[config.mk]
export PLATFORM = sky130hd
export DESIGN_NAME = bcd_to_binary
export DESIGN_NICKNAME = d
export VERILOG_FILES = /design/src/rtl/bcd_to_binary.sv
export SDC_FILE = /design/constraint.sdc
export NUM_CORES = 1
export LEC_CHECK = 0
export CAP_MARGIN = 15
export CELL_PAD_IN_SITES_DETAIL_PLACEMENT = 1
export CELL_PAD_IN_SITES_GLOBAL_PLACEMENT = 2
export CORE_MARGIN = 3
export CORE_UTILIZATION = 34
export DETAILED_ROUTE_END_ITERATION = 10
export PLACE_DENSITY_LB_ADDON = 0.1
export SETUP_SLACK_MARGIN = 0.2
export SYNTH_ARGS = -nofsm -noshare
export SYNTH_HDL_FRONTEND = slang
export SYNTH_SLANG_ARGS = --single-unit
[constraint.sdc]
create_clock -name clk -period 2.9 [get_ports clk]
set_input_delay 0.58 -clock clk [delete_from_list [all_inputs] [get_ports clk]]
set_output_delay 0.58 -clock clk [all_outputs]
set_load 0.03 [all_outputs]
[src/rtl/bcd_to_binary.sv]
// ---------------------------------------------------------------------------
// bcd_to_binary
//
// Purpose:
//   Converts four packed BCD digits into a 14-bit binary value with a small
//   sequential datapath. Each conversion takes one accept cycle, four
//   multiply-by-ten-and-add steps (one digit per clock, thousands first) and
//   a result hold in DONE until the consumer takes it.
//
// Ports:
//   clk        in   1   rising-edge clock for all state
//   rst        in   1   asynchronous active-high reset
//   in_valid   in   1   bcd holds a request
//   in_ready   out  1   block can accept a request (state == IDLE)
//   bcd        in   16  packed BCD digits, [15:12] thousands .. [3:0] units
//   out_valid  out  1   binary/error hold a result
//   out_ready  in   1   consumer takes the result
//   binary     out  14  converted value
//   error      out  1   at least one input digit was greater than 9
//
// Handshakes: a transfer happens on the rising edge where valid && ready are
// both high. The producer holds data stable while valid is high and ready is
// low. Here, in_ready is high only in IDLE, and out_valid with its data stays
// asserted and unchanged until out_ready is seen.
//
// Configuration:
//   BCD2BIN_ERRCHK_EN  defined   -> digits > 9 flag error and force the
//                                   result to 14'h3FFF
//                      undefined -> error is constant 0 and invalid digits
//                                   are accumulated arithmetically (mod 2^14)
// ---------------------------------------------------------------------------
module bcd_to_binary (
   input  logic        clk,
   input  logic        rst,
   input  logic        in_valid,
   output logic        in_ready,
   input  logic [15:0] bcd,
   output logic        out_valid,
   input  logic        out_ready,
   output logic [13:0] binary,
   output logic        error
);

   typedef enum logic [1:0] {
      IDLE = 2'd0,
      CONV = 2'd1,
      DONE = 2'd2
   } state_t;

   state_t      state_q;
   state_t      state_d;

   logic [1:0]  cnt_q;
   logic [13:0] acc_q;
   logic [15:0] dig_q;
   logic        out_valid_q;
   logic [13:0] binary_q;

   logic [3:0]  digit;
   logic [13:0] acc_next;
   logic [13:0] result;
   logic        accept;
   logic        last_digit;
   logic        handshake;

   // ------------------------------------------------------------------------
   // State register
   // ------------------------------------------------------------------------
   always_ff @(posedge clk or posedge rst) begin
      if (rst) begin
         state_q <= IDLE;
      end else begin
         state_q <= state_d;
      end
   end

   // ------------------------------------------------------------------------
   // Next-state and control decode
   // ------------------------------------------------------------------------
   always_comb begin
      state_d    = state_q;
      accept     = 1'b0;
      last_digit = 1'b0;
      handshake  = 1'b0;
      case (state_q)
         IDLE: begin
            if (in_valid) begin
               accept  = 1'b1;
               state_d = CONV;
            end
         end
         CONV: begin
            if (cnt_q == 2'd3) begin
               last_digit = 1'b1;
               state_d    = DONE;
            end
         end
         DONE: begin
            // out_valid is always high in DONE, so out_ready alone completes
            // the handshake.
            if (out_ready) begin
               handshake = 1'b1;
               state_d   = IDLE;
            end
         end
         default: begin
            state_d = IDLE;
         end
      endcase
   end

   assign in_ready = (state_q == IDLE);

   // ------------------------------------------------------------------------
   // Datapath: acc*10 + digit as two shifts and adds, truncated to 14 bits.
   // ------------------------------------------------------------------------
   assign digit    = dig_q[15:12];
   assign acc_next = {acc_q[10:0], 3'b000} + {acc_q[12:0], 1'b0} + {10'd0, digit};

`ifdef BCD2BIN_ERRCHK_EN
   logic err_int_q;
   logic err_next;
   logic error_q;

   assign err_next = err_int_q | (digit > 4'd9);
   assign result   = err_next ? 14'h3FFF : acc_next;
   assign error    = error_q;
`else
   assign result   = acc_next;
   assign error    = 1'b0;
`endif

   always_ff @(posedge clk or posedge rst) begin
      if (rst) begin
         cnt_q       <= 2'd0;
         acc_q       <= 14'd0;
         dig_q       <= 16'd0;
         out_valid_q <= 1'b0;
         binary_q    <= 14'd0;
`ifdef BCD2BIN_ERRCHK_EN
         err_int_q   <= 1'b0;
         error_q     <= 1'b0;
`endif
      end else begin
         if (accept) begin
            // bcd is captured here; later changes on the input are ignored.
            dig_q     <= bcd;
            acc_q     <= 14'd0;
            cnt_q     <= 2'd0;
`ifdef BCD2BIN_ERRCHK_EN
            err_int_q <= 1'b0;
`endif
         end else if (state_q == CONV) begin
            acc_q     <= acc_next;
            dig_q     <= {dig_q[11:0], 4'b0000};
            cnt_q     <= cnt_q + 2'd1;
`ifdef BCD2BIN_ERRCHK_EN
            err_int_q <= err_next;
`endif
            if (last_digit) begin
               binary_q    <= result;
               out_valid_q <= 1'b1;
`ifdef BCD2BIN_ERRCHK_EN
               error_q     <= err_next;
`endif
            end
         end

         // binary/error keep their last values after the result is taken.
         if (handshake) begin
            out_valid_q <= 1'b0;
         end
      end
   end

   assign out_valid = out_valid_q;
   assign binary    = binary_q;

endmodule

==> results of run 1 <==
[power groups by stage]
stage	clock (mW)	combinational (mW)	sequential [mW]
after floorplan	0	1.89	1.34
after global placement	0	2.78	1.21
after detailed placement	0	2.81	1.22
after CTS	0.417	2.83	1.21
after global routing	0.447	3.22	1.25
final	0.405	2.83	1.20
[cells by family after synthesis]
kind of cell	synth area share (%)
XOR/XNOR	2.40
other	0.136
flip-flops	43.5
buffers and inverters	3.99
AND/OR/NAND/NOR	18.1
multiplexers	2.72
adder cells (fa/ha/maj)	11.9
AO/OA/AOI/OAI	17.3
[registers in the layout (all words and copies together) (netlist names)]
| name | cells |
|---|---|
| cnt_q | 2 |
| acc_q | 13 |
| dig_q | 16 |
| binary | 14 |
| state_q | 2 |
| out_valid | 1 |
[area by class of cell]
class | instances | area share (%)
Inverter | 8 | 0.907
Clock buffer | 5 | 2.08
Clock inverter | 2 | 0.378
Timing Repair Buffer | 40 | 12.1
Multi-Input combinational cell | 219 | 44.4
Sequential cell | 48 | 36.3
Tap cell | 102 | 3.85
[worst paths after layout]
kind	start	endpoint	slack, ns	cells after the start
max	acc_q[0]	binary[12]	0.35	9
min reg2reg	binary[7]	binary[7]	0.49	2
max reg2reg	acc_q[0]	binary[12]	0.35	9
max in group asynchronous	rst	acc_q[12]	2.05	3
min in group asynchronous	rst	dig_q[2]	0.62	3
min	binary[7]	binary[7]	0.49	2
[worst min-delay path: stages, from the launching register on]
cell and delay (ns):
dfrtp_1 0.35, nand2_1 0.05, o21ai_0 0.06
[layout by cell type, fill, tap and decap left out, drive strengths merged, types with 5 or more instances in the layout]
cell            n
buf             5
a21oi          10
o21ai          28
nand4           5
nor3            7
clkdlybuf4s50  35
a22oi          11
clkbuf          5
ha             23
or3             5
nand2          54
nand3          13
dfrtp          48
nor2           12
inv             8
[what timing repair did]
action                                  CTS  global route
hold endpoints to repair                  0             0
resized for setup                         0             4
hold buffers                              0             0
endpoints found under the setup margin    0             6
[per-layer routing]
| metal | global-route usage, % | part of all wire [%] | vias to the layer above |
|---|---|---|---|
| met5 | 0 | 0 | - |
| met4 | 3.91 | 0.91 | 0 |
| met3 | 2.50 | 2.7 | 5 |
| met2 | 26.6 | 48 | 29 |
| met1 | 21.0 | 48 | 1054 |
| li1 | - | - | 1090 |
==> results.yml, run 1 <==
clock_tree:
  htreeDepth: 2
  cts-root-buf: "clkbuf_8"
  cts_setup_buffers: 0
  cts_tree: "yes"
  cts_made_buffers: 5
  cts_sinks: 48
  clock_latency_ns: 0.30
  clk_pin_slew_worst_paths_ns: 0.10
  clock_path_buffers: 2
timing:
  hold_viol_final: 0
  min_period_ns: 2.55
  rsz0062_at_grt: "no"
  setup_viol: 0
  tns_ns: 0
  setup_ws_ns: 0.346
  max_freq_mhz: 392
  period_share_pct: 88.1
  worst_pin_slew_ns: 0.575
  whs_ns: 0.485
  slew_headroom_pct: 61.6
  fin_worst_skew_ns: 0.00592
  slew_viol_final: 0
setup_path:
  critical_path.top_delay_family: "adder cells"
  critPathBufInv: 2
  slowest_stage: "fa_1"
  cp_max_fo: 4
  worstSetupPathType: "flip-flop to flip-flop"
  arrival_ns: 2.73
  cp.required_ns: 3.08
  crit_path_end_kind: "flip-flop"
  slowest_delay_ns: 0.54
  crit_top_cell: "inv_1"
  crit_chain: "inv_1 > fa_1 > inv_1 > fa_2 > a211oi_4 > o21ai_4 > nand3_2 > nor3_1 > or3_1"
  startpoint_type: "flip-flop"
synthesis:
  synth_edf_count: 0
  ys_seq_area_share_pct: 43.5
  syn_nets: 337
  yosys.area.top_type: "dfrtp_1"
  yosys_warnings: 0
  syn_area_per_cell_sq_um: 9.46
  syn_inst: 292
  ys.flop_type: "dfrtp_1"
  synthTopCellsByArea: "dfrtp_1 43%, ha_1 10%, nand2_1 7.3%"
  synth_common_cells: "54 x nand2_1, 48 x dfrtp_1, 25 x o21ai_0, 23 x ha_1, 12 x nand3_1"
  synth.most_common_cell: "nand2_1"
  synthArstFlopShare_pct: 100
  ys_ff_latch: 48
  synth_area_sq_um: 2760
  synth_top_area_share_pct: 43.5
  yosysUniqueCellTypes: 48
final_layout:
  multi_input_area_sq_um: 1470
  instances_no_fill: 424
  final-seq-area_sq_um: 1200
  drive_gt1_share_pct: 9.01
  finish.net_count: 367
  final_area_sq_um: 3310
  final_util_pct: 42.4
  syn2layout_area_growth_pct: 19.9
  diodes: 0
  fillers: 916
route:
  first_pass_iters: 4
  drc: 0
  viasPerCell: 5.14
  vias: 2178
  wl_per_cell_um: 15.8
  wirelength_um: 6700
  drtIter0Drc: 53
  antenna_left: 0
die:
  die_w_um: 96.1
  num_rows: 32
  core_area_sq_um: 7810
  die_h_um: 96.1
  fp.dieArea_sq_um: 9240
  ios: 37
  start_util_pct: 35.4
global_route:
  track_usage_pct: 15.8
  grt_pass1_wl_um: 11300
  grt_max_degree: 49
  grt_pass1_vias: 2275
  grt_overflow: 0
  antenna_found_initial: 0
power_and_ir_drop:
  power_mw: 4.43
  p_sw_mw: 2.16
  leakagePower_nw: 1.53
  powerDensity_nw_per_um2: 1340
  ir_worst_vdd_uv: 309
  p_seq_share_pct: 27.0
  pwr-share-comb_pct: 63.9
  p_int_mw: 2.27
  clock_power_share_pct: 9.1
  switching_share_pct: 48.7
place:
  hpwl_um: 4930
  io_buffers: 35
  dpl-instance-area_sq_um: 3210
  dp.cells: 417
  place_worst_setup_slack_ns: 0.283
  gp_congestion: 0.796
flow_run:
  cap_violations: 0
hold_path:
  min_path_type: "flip-flop to flip-flop"
outcome:
  outcome: "finished clean"
Power figures use the tool's default switching activity.
==> inputs of run 2 (changes only) <==
CAP_MARGIN = 20   (was 15)
CORE_UTILIZATION = 36   (was 34)
CTS_BUF_LIST = sky130_fd_sc_hd__clkbuf_4 sky130_fd_sc_hd__clkbuf_8   (was not set)
==> run 2 against run 1 <==
  * Setup slack got worse by 0.039 ns
  * Flip-flop and latch count unchanged
  * Combinational power about the same
  * Utilization increased by 2.8 points
  * Count of clock-buffer cells in the layout unchanged
  * First-iteration DRC count is 40% higher
  * Design area is 0.11% higher
  * Fmax is 1.5% lower
  * Clock skew rose by 0.0015 ns
  * Global-route usage grew 1.3 points
  * Sequential share of layout area hardly changed
  * Total power is 2.3% higher
==> results.yml, run 2 (synthesized netlist as in run 1, its figures left out) <==
place:
  dpl-instance-area_sq_um: 3200
  gp_congestion: 0.757
  hpwl_um: 5010
  io_buffers: 35
route:
  wirelength_um: 6870
  vias: 2242
  wl_per_cell_um: 16.3
  antenna_left: 0
  viasPerCell: 5.31
  drtIter0Drc: 74
  drc: 0
  first_pass_iters: 4
clock_tree:
  clock_path_buffers: 2
  cts_made_buffers: 5
  htreeDepth: 2
  cts-root-buf: "clkbuf_8"
  clock_latency_ns: 0.31
  cts_tree: "yes"
  cts_setup_buffers: 0
  ctsResizeCount: 0
  cts_sinks: 48
  clk_pin_slew_worst_paths_ns: 0.10
  cts_hold_buffers: 0
setup_path:
  critPathBufInv: 2
  cp_max_fo: 4
  slowest_delay_ns: 0.54
  worstSetupPathDepth: 9
  critical_path.top_delay_family: "adder cells"
  cp.required_ns: 3.09
  crit_path_end_kind: "flip-flop"
  worstSetupPathType: "flip-flop to flip-flop"
  arrival_ns: 2.79
  crit_chain: "inv_1 > fa_1 > inv_1 > fa_1 > a211oi_2 > o21ai_4 > nand3_2 > nor3_1 > or3_1"
  slowest_stage: "fa_1"
  ff2ff_path_depth: 9
  startpoint_type: "flip-flop"
global_route:
  grt_pass1_vias: 2367
  grt_pass1_wl_um: 11800
  grt_overflow: 0
  antenna_found_initial: 0
  track_usage_pct: 17.1
  grt_max_degree: 49
final_layout:
  finish.net_count: 367
  syn2layout_area_growth_pct: 20.1
  top_register: "dig_q"
  drive_gt1_share_pct: 8.98
  largest_reg_flops: 16
  diodes: 0
  mostFrequentLayoutCell: "nand2_1"
  final_area_sq_um: 3320
  most-common-layout-cells: "54 x nand2_1, 48 x dfrtp_1, 35 x clkdlybuf4s50_1"
die:
  die_h_um: 93.6
  ios: 37
  num_rows: 31
  fp.dieArea_sq_um: 8760
  core_area_sq_um: 7330
  die_w_um: 93.6
  start_util_pct: 37.7
timing:
  max_freq_mhz: 386
  tns_ns: 0
  period_share_pct: 89.4
  whs_ns: 0.483
  worst_pin_slew_ns: 0.709
  setup_viol: 0
  slew_headroom_pct: 52.6
  hold_viol_final: 0
  rsz0062_at_grt: "no"
  min_period_ns: 2.59
  fin_worst_skew_ns: 0.00738
  slew_viol_final: 0
flow_run:
  cap_violations: 0
power_and_ir_drop:
  powerDensity_nw_per_um2: 1370
  leakagePower_nw: 1.54
  ir_worst_vdd_uv: 500
outcome:
  outcome: "finished clean"
hold_path:
  min_delay_path_depth: 2
  min_path_type: "flip-flop to flip-flop"
==> run 2: cell type report <==
class / count / area, sq um
clock inverter: 3 / 42.5
multi-input combinational: 219 / 1460
sequential: 48 / 1200
timing repair buffer: 40 / 388
tap: 99 / 124
fill: 830 / 4020
inverter: 8 / 30.0
clock buffer: 5 / 68.8
==> run 2: where the power goes <==
part / leakage [nW] / internal, mW / switching (mW)
registers: 0.599 / 0.992 / 0.210
logic: 0.885 / 1.10 / 1.73
clock network: 0.0541 / 0.256 / 0.247
==> run 2: path summary, 6_finish.rpt <==
check / slack [ns] / endpoint / start
setup / recovery: 0.31 / binary[12] / acc_q[0]
hold / removal: 0.48 / dig_q[10] / dig_q[10]
setup reg to reg: 0.31 / binary[12] / acc_q[0]
hold reg to reg: 0.48 / dig_q[10] / dig_q[10]
max in group asynchronous: 1.74 / dig_q[14] / rst
min in group asynchronous: 0.74 / dig_q[10] / rst
==> run 2: per-stage QoR <==
stage / worst slack, ns / std cells / total power [mW] / util (%)
detailed placement: 0.276 / 414 / 4.05 / 43.6
CTS: 0.242 / 422 / 4.58 / 45.1
global route: 0.199 / 422 / 5.01 / 45.2
floorplan: 0.452 / 292 / 3.23 / -
global placement: 0.365 / 414 / 3.98 / 43.6
finish: 0.307 / 422 / 4.54 / 45.2
==> run 2: metal layers <==
metal	track usage, %	routed length (um)
met1	23.2	3290
met2	28.2	3360
met3	2.90	150
met4	4.33	71
met5	0	0
==> run 2: tightest hold or removal path, stage by stage (launching register included) <==
cell and delay (ns):
dfrtp_1 0.35, nand2_1 0.05, nand2_1 0.05
==> inputs of run 3 (changes only) <==
ABC_AREA = 1   (was not set)
CORE_UTILIZATION = 30   (was 36)
clock period = 2.1 ns   (was 2.9 ns; I/O delays follow)
==> run 3 against run 2 <==
  * The run now ends with setup timing left
  * Critical path depth is 3 higher
  * Clock skew is 0.0043 ns higher
  * Routed wire length is 10% higher
  * First-iteration DRC count is 30% lower
  * Largest cell class unchanged
==> results.yml, run 3 <==
outcome:
  violations: "setup timing"
  outcome: "finished with violations"
timing:
  rsz0062_at_grt: "yes"
  period_share_pct: 102
  hold_viol_final: 0
  setup_ws_ns: -0.0375
  setup_viol: 3
  tns_ns: -0.0725
  fin_worst_skew_ns: 0.0117
  min_period_ns: 2.14
  slew_viol_final: 0
  max_freq_mhz: 468
setup_path:
  worstSetupPathType: "flip-flop to flip-flop"
  slowest_delay_ns: 0.53
  cp.required_ns: 2.30
  crit_top_cell: "inv_2"
  arrival_ns: 2.34
  r2r_end: "acc_q[10]"
  ff2ff_path_depth: 12
  crit_chain: "inv_2 > fa_1 > inv_2 > fa_2 > nand2_2 > nor2_2 > nor2_4 > inv_2 > nand2_2 > nand3b_1 > nand3_1 > o21ai_1"
  slowest_stage: "fa_1"
  critical_path.top_delay_family: "adder cells"
  startpoint_type: "flip-flop"
  timing.rr.start: "acc_q[0]"
  crit_path_end_kind: "flip-flop"
  r2r_slack_ns: -0.04
  critPathBufInv: 3
  cp_max_fo: 2
final_layout:
  final_area_sq_um: 3690
  mostFrequentLayoutCell: "nand2_1"
  syn2layout_area_growth_pct: 35.5
  largest_reg_flops: 16
  finish.net_count: 437
  drive_gt1_share_pct: 19.6
  diodes: 0
  final_util_pct: 42.1
  most-common-layout-cells: "106 x nand2_1, 48 x dfrtp_1, 39 x inv_1"
  top_register: "dig_q"
hold_path:
  min_path_type: "input pin to async pin"
clock_tree:
  clock_path_buffers: 2
  cts_sinks: 48
  htreeDepth: 2
  cts_tree: "yes"
  cts_made_buffers: 5
  cts-root-buf: "clkbuf_8"
  clk_pin_slew_worst_paths_ns: 0.10
  clock_latency_ns: 0.32
die:
  ios: 37
  start_util_pct: 31.1
  num_rows: 34
  core_area_sq_um: 8760
  die_h_um: 101
  fp.dieArea_sq_um: 10300
  die_w_um: 101
synthesis:
  yosysUniqueCellTypes: 30
  yosys.area_share.simple_pct: 24.0
  ys_ff_latch: 48
  synth.most_common_cell: "nand2_1"
  yosys.area.top_type: "dfrtp_1"
  synthXorXnorAreaFrac_pct: 1.29
  ys_seq_area_share_pct: 44.1
  synth_adder_area_share_pct: 12.0
  synth_top_family_by_area: "simple AND/OR/NAND/NOR gates"
  syn_nets: 377
  yosys_warnings: 0
  synth_mux_area_share_pct: 0
  syn_inst: 332
  synth_area_sq_um: 2720
  synth_edf_count: 0
  synth_compound_area_share_pct: 9.46
  synthTopCellsByArea: "dfrtp_1 44%, nand2_1 16%, ha_1 11%"
  synth_common_cells: "113 x nand2_1, 48 x dfrtp_1, 44 x inv_1, 23 x ha_1, 20 x nand3_1"
  ys.flop_type: "dfrtp_1"
  synth_top_area_share_pct: 44.1
  synthArstFlopShare_pct: 100
  syn_area_per_cell_sq_um: 8.20
global_route:
  track_usage_pct: 16.6
  grt_pass1_vias: 2607
  grt_pass1_wl_um: 13200
  antenna_found_initial: 0
  grt_max_degree: 49
  grt_overflow: 0
route:
  antenna_left: 0
  wl_per_cell_um: 15.1
  first_pass_iters: 4
  vias: 2335
  viasPerCell: 4.66
  wirelength_um: 7580
  drc: 0
  drtIter0Drc: 52
power_and_ir_drop:
  leakagePower_nw: 1.86
  power_mw: 7.12
  ir_worst_vdd_uv: 1230
  powerDensity_nw_per_um2: 1930
place:
  place_worst_setup_slack_ns: -0.137
  io_buffers: 35
  dpl-instance-area_sq_um: 3300
  hpwl_um: 5430
  gp_congestion: 0.778
flow_run:
  cap_violations: 0
==> run 3: cell count changes after synthesis, sizes merged, moves of 8 or more <==
cell   delta
o21ai    -10
nand3     +8
inv      +41
a22oi     -9
nand2    +61
==> run 3: power by group <==
group / internal (mW) / switching (mW)
logic: 1.94 / 2.70
registers: 1.37 / 0.277
clock network: 0.480 / 0.354
==> run 3: area by class of cell <==
cell class / count / area, sq um
clock buffer: 5 / 68.8
clock inverter: 3 / 68.8
fill: 1054 / 5070
inverter: 49 / 186
multi-input combinational: 227 / 1460
sequential: 48 / 1200
tap: 108 / 135
timing repair buffer: 61 / 571
==> run 3: worst register-to-register path, delay by kind of cell, from the launching register on <==
kind                       cells  cell delay (ns)
AOI/OAI and AO/OA              1             0.07
adders and majority gates      2             0.90
buffers and inverters          3             0.17
DFF                            1             0.38
and+or+nand+nor                6             0.51
==> run 3: layer usage <==
layer  wire (um)  GRT usage (%)  vias to the layer above  share of wire [%]
met3         182           3.51                        5                2.4
met4          48           3.58                        0               0.63
met1        3900           23.3                     1125                 51
met5           0              0                        -                  0
li1            -              -                     1177                  -
met2        3450           26.4                       28                 45
==> run 3: timing repair <==
action | 4_1_cts | 5_1_grt
endpoints found under the setup margin | 20 | 20
pin swaps | 14 | 5
buffers inserted | 8 | 1
gates cloned | 0 | 0
gates resized for setup | 25 | 13
hold buffers | 0 | 0
==> run 3: cells by family (layout without fill, tap and decap cells) <==
family                   count (synthesis)  after routing
AND/OR/NAND/NOR                        156            156
buffers and inverters                   57            118
flip-flops                              48             48
AO/OA/AOI/OAI                           41             41
adder cells (fa/ha/maj)                 25             25
XOR/XNOR                                 4              4
other                                    1              1
==> run 3: per-stage QoR <==
step | hold WS [ns] | instances
after floorplan | 0.450 | 332
after global placement | 0.466 | 484
after detailed placement | 0.476 | 484
after CTS | 0.470 | 500
after global routing | 0.484 | 501
final | 0.460 | 501
==> run 3: how the worst max path moves through the flow <==
stage / from / to / slack (ns) / cells after the start
CTS: acc_q[0] / acc_q[10] / -0.04 / 13
detailed placement: acc_q[2] / acc_q[10] / -0.14 / 12
global route: acc_q[0] / binary[7] / -0.13 / 12
floorplan: dig_q[15] / acc_q[10] / 0.11 / 12
global placement: acc_q[1] / acc_q[10] / -0.05 / 11
finish: acc_q[0] / acc_q[10] / -0.04 / 12
